$ cat src/rtl/op_sequencer_if.sv
// Bundle of the operator panel inputs and the registered operation outputs of op_sequencer.
// state_dbg mirrors the capture FSM state so that checkers can observe it.
interface op_sequencer_if;
    logic [2:0] btn;
    logic [7:0] sw;
    logic [2:0] op_sel;
    logic [3:0] value_a;
    logic [3:0] value_b;
    logic       op_valid;
    logic       busy;
    logic [1:0] state_dbg;

    modport master (
        output btn, sw,
        input  op_sel, value_a, value_b, op_valid, busy, state_dbg
    );

    modport slave (
        input  btn, sw,
        output op_sel, value_a, value_b, op_valid, busy, state_dbg
    );
endinterface

$ cat src/rtl/op_sequencer.sv
// Calculator front end: synchronise/debounce buttons, step op_sel, capture operands, strobe op_valid.
// Optional auto-repeat of held step buttons is enabled by defining OP_SEQ_AUTO_REPEAT_EN.
module op_sequencer #(
    parameter int DEBOUNCE_CYCLES = 50000,
    parameter int NUM_OPS         = 8
) (
    input  logic            clk,
    input  logic            rst_n,
    op_sequencer_if.slave   bus
);
    // Handshake: op_valid is a one-cycle strobe with no ready; op_sel/value_a/value_b
    // are stable registers and are valid to sample in the cycle op_valid is high.
    localparam int CW = (DEBOUNCE_CYCLES > 1) ? $clog2(DEBOUNCE_CYCLES) : 1;

    typedef enum logic [1:0] {IDLE = 2'd0, CAPTURE = 2'd1, WAIT_REL = 2'd2} state_t;
    state_t state, state_next;

    logic [2:0]    btn_s1, btn_s2;
    logic [7:0]    sw_s1, sw_s2;
    logic [2:0]    deb, deb_q, rise;
    logic [CW-1:0] cnt [3];
    logic          rpt_up, rpt_dn;
    logic          up, dn, do_inc, do_dec, cap;

    always_ff @(posedge clk or negedge rst_n) begin
        if (!rst_n) begin
            btn_s1 <= '0;
            btn_s2 <= '0;
            sw_s1  <= '0;
            sw_s2  <= '0;
        end else begin
            btn_s1 <= bus.btn;
            btn_s2 <= btn_s1;
            sw_s1  <= bus.sw;
            sw_s2  <= sw_s1;
        end
    end

    // A pending level change must be seen for DEBOUNCE_CYCLES consecutive cycles;
    // any cycle where the synchronised level falls back to the debounced one restarts the count.
    always_ff @(posedge clk or negedge rst_n) begin
        if (!rst_n) begin
            deb   <= '0;
            deb_q <= '0;
            rise  <= '0;
            for (int i = 0; i < 3; i++) cnt[i] <= '0;
        end else begin
            deb_q <= deb;
            rise  <= deb & ~deb_q;
            for (int i = 0; i < 3; i++) begin
                if (btn_s2[i] == deb[i]) begin
                    cnt[i] <= '0;
                end else if (cnt[i] == CW'(DEBOUNCE_CYCLES - 1)) begin
                    cnt[i] <= '0;
                    deb[i] <= btn_s2[i];
                end else begin
                    cnt[i] <= cnt[i] + 1'b1;
                end
            end
        end
    end

`ifdef OP_SEQ_AUTO_REPEAT_EN
    localparam int RPT_FIRST = 16 * DEBOUNCE_CYCLES;
    localparam int RPT_NEXT  = 4 * DEBOUNCE_CYCLES;
    localparam int RW        = $clog2(RPT_FIRST + 1);

    logic [RW-1:0] rpt_cnt;
    logic          rpt_armed;
    logic          rpt_step;
    logic          rpt_hold;

    assign rpt_hold = deb[0] ^ deb[1];

    // rpt_armed marks that the long initial delay has elapsed; later steps use the short period.
    always_ff @(posedge clk or negedge rst_n) begin
        if (!rst_n) begin
            rpt_cnt   <= '0;
            rpt_armed <= 1'b0;
            rpt_step  <= 1'b0;
        end else if (!rpt_hold) begin
            rpt_cnt   <= '0;
            rpt_armed <= 1'b0;
            rpt_step  <= 1'b0;
        end else if (rpt_cnt == (rpt_armed ? RW'(RPT_NEXT - 1) : RW'(RPT_FIRST - 1))) begin
            rpt_cnt   <= '0;
            rpt_armed <= 1'b1;
            rpt_step  <= 1'b1;
        end else begin
            rpt_cnt  <= rpt_cnt + 1'b1;
            rpt_step <= 1'b0;
        end
    end

    assign rpt_up = rpt_step & deb[0];
    assign rpt_dn = rpt_step & deb[1];
`else
    assign rpt_up = 1'b0;
    assign rpt_dn = 1'b0;
`endif

    assign up     = rise[0] | rpt_up;
    assign dn     = rise[1] | rpt_dn;
    assign do_inc = up & ~dn;
    assign do_dec = dn & ~up;
    assign cap    = (state == IDLE) & rise[2];

    always_ff @(posedge clk or negedge rst_n) begin
        if (!rst_n) state <= IDLE;
        else        state <= state_next;
    end

    always_comb begin
        state_next = state;
        case (state)
            IDLE:     if (rise[2]) state_next = CAPTURE;
            CAPTURE:  state_next = WAIT_REL;
            WAIT_REL: if (!deb[2]) state_next = IDLE;
            default:  state_next = IDLE;
        endcase
    end

    // Outputs register on entry to CAPTURE so the strobe lands one cycle after the rise.
    always_ff @(posedge clk or negedge rst_n) begin
        if (!rst_n) begin
            bus.op_sel   <= '0;
            bus.value_a  <= '0;
            bus.value_b  <= '0;
            bus.op_valid <= 1'b0;
            bus.busy     <= 1'b0;
        end else begin
            if (do_inc)
                bus.op_sel <= (bus.op_sel == 3'(NUM_OPS - 1)) ? 3'd0 : bus.op_sel + 3'd1;
            else if (do_dec)
                bus.op_sel <= (bus.op_sel == 3'd0) ? 3'(NUM_OPS - 1) : bus.op_sel - 3'd1;
            if (cap) begin
                bus.value_a <= sw_s2[3:0];
                bus.value_b <= sw_s2[7:4];
            end
            bus.op_valid <= do_inc | do_dec | cap;
            bus.busy     <= (state_next != IDLE);
        end
    end

    assign bus.state_dbg = state;
endmodule
$ cat src/flat_wrapper.sv
// flat-port wrapper written by rule: the top's interface ports become plain ports
module op_sequencer_flat 
#(
    parameter int DEBOUNCE_CYCLES = 50000,
    parameter int NUM_OPS         = 8
)
  (clk, rst_n, bus_btn, bus_sw, bus_op_sel, bus_value_a, bus_value_b, bus_op_valid, bus_busy, bus_state_dbg);
  op_sequencer_if bus_i ();
  input  logic clk;
  input  logic rst_n;
  input wire logic [$bits(bus_i.btn)-1:0] bus_btn;
  input wire logic [$bits(bus_i.sw)-1:0] bus_sw;
  output wire logic [$bits(bus_i.op_sel)-1:0] bus_op_sel;
  output wire logic [$bits(bus_i.value_a)-1:0] bus_value_a;
  output wire logic [$bits(bus_i.value_b)-1:0] bus_value_b;
  output wire logic [$bits(bus_i.op_valid)-1:0] bus_op_valid;
  output wire logic [$bits(bus_i.busy)-1:0] bus_busy;
  output wire logic [$bits(bus_i.state_dbg)-1:0] bus_state_dbg;
  assign bus_i.btn = bus_btn;
  assign bus_i.sw = bus_sw;
  assign bus_op_sel = bus_i.op_sel;
  assign bus_value_a = bus_i.value_a;
  assign bus_value_b = bus_i.value_b;
  assign bus_op_valid = bus_i.op_valid;
  assign bus_busy = bus_i.busy;
  assign bus_state_dbg = bus_i.state_dbg;
  op_sequencer #(.DEBOUNCE_CYCLES(DEBOUNCE_CYCLES), .NUM_OPS(NUM_OPS)) u_core (.clk(clk), .rst_n(rst_n), .bus(bus_i));
endmodule
$ cat config.mk
export PLATFORM = sky130hd
export DESIGN_NAME = op_sequencer_flat
export DESIGN_NICKNAME = d
export VERILOG_FILES = /design/src/rtl/op_sequencer_if.sv /design/src/rtl/op_sequencer.sv /design/src/flat_wrapper.sv
export SDC_FILE = /design/constraint.sdc
export NUM_CORES = 1
export LEC_CHECK = 0
export CAP_MARGIN = 10
export CELL_PAD_IN_SITES_DETAIL_PLACEMENT = 2
export CELL_PAD_IN_SITES_GLOBAL_PLACEMENT = 2
export CORE_MARGIN = 10
export CORE_UTILIZATION = 39
export DETAILED_ROUTE_END_ITERATION = 10
export GPL_TIMING_DRIVEN = 0
export PLACE_DENSITY_LB_ADDON = 0.25
export SYNTH_ARGS = -nofsm -noshare
export SYNTH_HDL_FRONTEND = slang
export SYNTH_SLANG_ARGS = --single-unit
$ cat constraint.sdc
create_clock -name clk -period 2.4 [get_ports clk]
set_clock_uncertainty 0.15 [all_clocks]
set_input_delay 0.48 -clock clk [delete_from_list [all_inputs] [get_ports clk]]
set_output_delay 0.48 -clock clk [all_outputs]
set_load 0.02 [all_outputs]
==> impl_metrics.tcl <==
set metrics [dict create \
    status "complete, no violations" \
    clk_latency_ns 0.36 \
    yosys.area_share.adder 0.0259 \
    use_met2 0.236 \
    cts_resized 0 \
    vdd_drop_max_uv 403 \
    muxShareOfSynthArea 0.0375 \
    synth.distinct_cells 31 \
    drtIter0Drc 130 \
    grt_use_met1 0.150 \
    grt_pass1_wl_um 15300 \
    fill_cells 1014 \
    synth_area_um2 3870 \
    syn_avg_cell_area_um2 11.8 \
    synth_top_area_cell "dfrtp_1" \
    final_common_cell "dfrtp_1" \
    total_power_mw 2.86 \
    grt-ovfl-total 0 \
    track_usage 0.133 \
    die-area_um2 14300 \
    layout_worst_path_cycle_share 0.871 \
    slew_viol_final 0 \
    min_to "u_core.sw_s2[2]" \
    place_congestion 0.746 \
    setup_violations 0 \
    grt_pass1_vias 2903 \
    synth_ff_type "dfrtp_1" \
    met3_usage 0.0384 \
    dieHeight_um 120 \
    diodes 0 \
    routedWlPerCell_um 17.3 \
    worstMarginPinSlew_ns 0.581 \
    synth-xor-area-share 0.102 \
    cts_tree "done" \
    fin_crit_ns 2.09 \
    clock_sinks 94 \
    slew_headroom 0.613 \
    hold_path_depth 0 \
    grt_max_degree 68 \
    io_pins 28 \
    syn_to_final_growth_pct 17.9 \
    drt_first_pass_iters 4 \
    final_nets 388 \
    syn_nets 348 \
    antenna_found_initial 0 \
    dp_cells 488 \
    power_density_nw_per_um2 628 \
    rows 36 \
    dp_hpwl_um 6290 \
    synth_top_area_share 0.608 \
    synth_edf_count 0 \
    crit_required_ns 2.50 \
    r2r-start "u_core.cnt[12]" \
    seq_area_frac_synth 0.608 \
    arrival_ns 2.19 \
    path_max_fanout 10 \
    cts.clk_slew.worst_paths_ns 0.08 \
    root_buffer "clkbuf_8" \
    synthArstFlopShare 1.00 \
    layout-drive-gt1-share 0.0995 \
    finalNonFillerCells 505 \
    drv_cap 0 \
    fmax_mhz 478 \
    start_util 0.398 \
    syn_inst 327 \
    finalWirelength_um 8750 \
    yosys_warnings 0 \
    netlist_top_cells_area "dfrtp_1, xnor2_1, nor2_1" \
    synth_top_family_by_area "simple AND/OR/NAND/NOR gates" \
    most-common-layout-cells "dfrtp_1, nor2_1, xnor2_1" \
    hp-class "flip-flop to flip-flop" \
    coreArea_um2 9730 \
    critPathLaunchType "flip-flop" \
    finalHoldViolCount 0 \
    viasPerCell 5.02 \
    endpoint_kind "flip-flop" \
    fp.dieW_um 120 \
    worst-setup-path-type "flip-flop to flip-flop" \
    ys_seq_elements 94 \
    io_buffer_count 27 \
    htreeDepth 3 \
    rsz0062_at_grt "no" \
    power_leakage_nw 1.94 \
    synth-simple-area-share 0.179 \
    synth-compound-area-share 0.0239 \
    timing.reg2reg.setup_slack_ns 0.31 \
    holdWs_ns 0.207 \
    hp-start "u_core.sw_s1[2]" \
    reg2reg_to "u_core.cnt[13]" \
    r2r_cells 5 \
    antenna_left 0 \
    cts_buffers 9 \
    clk_path_buf_depth 2 \
    utilization 0.469 \
    drc 0 \
    busiest_layer "met2" \
    vias 2533 \
]
final cells by class:
class | instances | area, um^2 | share of cell area
Sequential cell | 94 | 2350 | 0.516
Clock inverter | 3 | 40.0 | 0.00878
Timing Repair Buffer | 29 | 305 | 0.0670
Tap cell | 133 | 166 | 0.0365
Inverter | 16 | 60.1 | 0.0132
Buffer | 4 | 30.0 | 0.00659
Multi-Input combinational cell | 213 | 1430 | 0.313
Clock buffer | 13 | 179 | 0.0392
routing by layer:
metal	vias to the layer above	routed length, um
met5	-	0
met4	0	127
met3	8	306
met2	35	4570
met1	1299	3750
li1	1191	-
state kept, by name, summed over array words and instances (netlist names):
register              count
u_core.cnt               48
u_core.sw_s1              8
u_core.sw_s2              8
u_core.bus.value_a        4
u_core.bus.value_b        4
u_core.btn_s1             3
u_core.btn_s2             3
u_core.bus.op_sel         3
u_core.deb                3
u_core.deb_q              3
u_core.rise               3
u_core.bus.state_dbg      2
u_core.bus.busy           1
u_core.bus.op_valid       1
what timing repair did:
| item | in CTS | in global routing |
|---|---|---|
| setup buffers | 0 | 0 |
| hold endpoints to repair | 27 | 0 |
| hold buffers | 1 | 0 |
stage by stage:
step | cell area [um^2] | TNS (ns) | setup WS, ns
after floorplan | 3870 | 0 | 0.598
after global placement | 4310 | -267.25 | -2.85
after detailed placement | 4330 | 0 | 0.299
after CTS | 4560 | 0 | 0.264
after global routing | 4560 | 0 | 0.118
final | 4560 | 0 | 0.309
worst max path at each step:
stage	startpoint	cells after the start	endpoint	slack, ns
after global routing	u_core.cnt[27]	5	u_core.cnt[23]	0.12
after CTS	u_core.cnt[16]	6	u_core.cnt[23]	0.26
after floorplan	u_core.cnt[42]	4	u_core.cnt[46]	0.60
final	u_core.cnt[12]	5	u_core.cnt[13]	0.31
after global placement	rst_n	1	u_core.cnt[29]	-2.85
after detailed placement	u_core.cnt[12]	5	u_core.cnt[10]	0.30
kinds of logic after synthesis:
| kind of cell | after synthesis |
|---|---|
| multiplexers | 13 |
| flip-flops | 94 |
| buffers and inverters | 20 |
| adder cells (fa/ha/maj) | 8 |
| AND/OR/NAND/NOR | 139 |
| AO/OA/AOI/OAI | 8 |
| XOR/XNOR | 45 |
worst max-delay path, cell delays in order, from the launching register on:
cell and delay, ns:
dfrtp_1 0.46, nor4b_2 0.33, nand3b_1 0.21, o41ai_4 0.57, buf_6 0.21, nor2_1 0.06
cells in the mapped netlist (3+ instances only):
cell and instances:
nor2b_1 3, ha_1 8, nor4_1 14, dfrtp_1 94, nor2_1 57, inv_1 16, xor2_1 8, a21oi_1 3
mux2_2 12, xnor2_1 37, nand2_1 11, nand4_1 11, nand3_1 16, and3_1 3, nor3_1 11
where the power goes:
group          leakage (nW)  internal, mW  switching [mW]
Combinational         0.574        0.0425          0.0622
Clock                 0.115         0.592           0.533
Sequential             1.26          1.61          0.0213
Total                  1.94          2.25           0.617
Power figures use the tool's default switching activity.
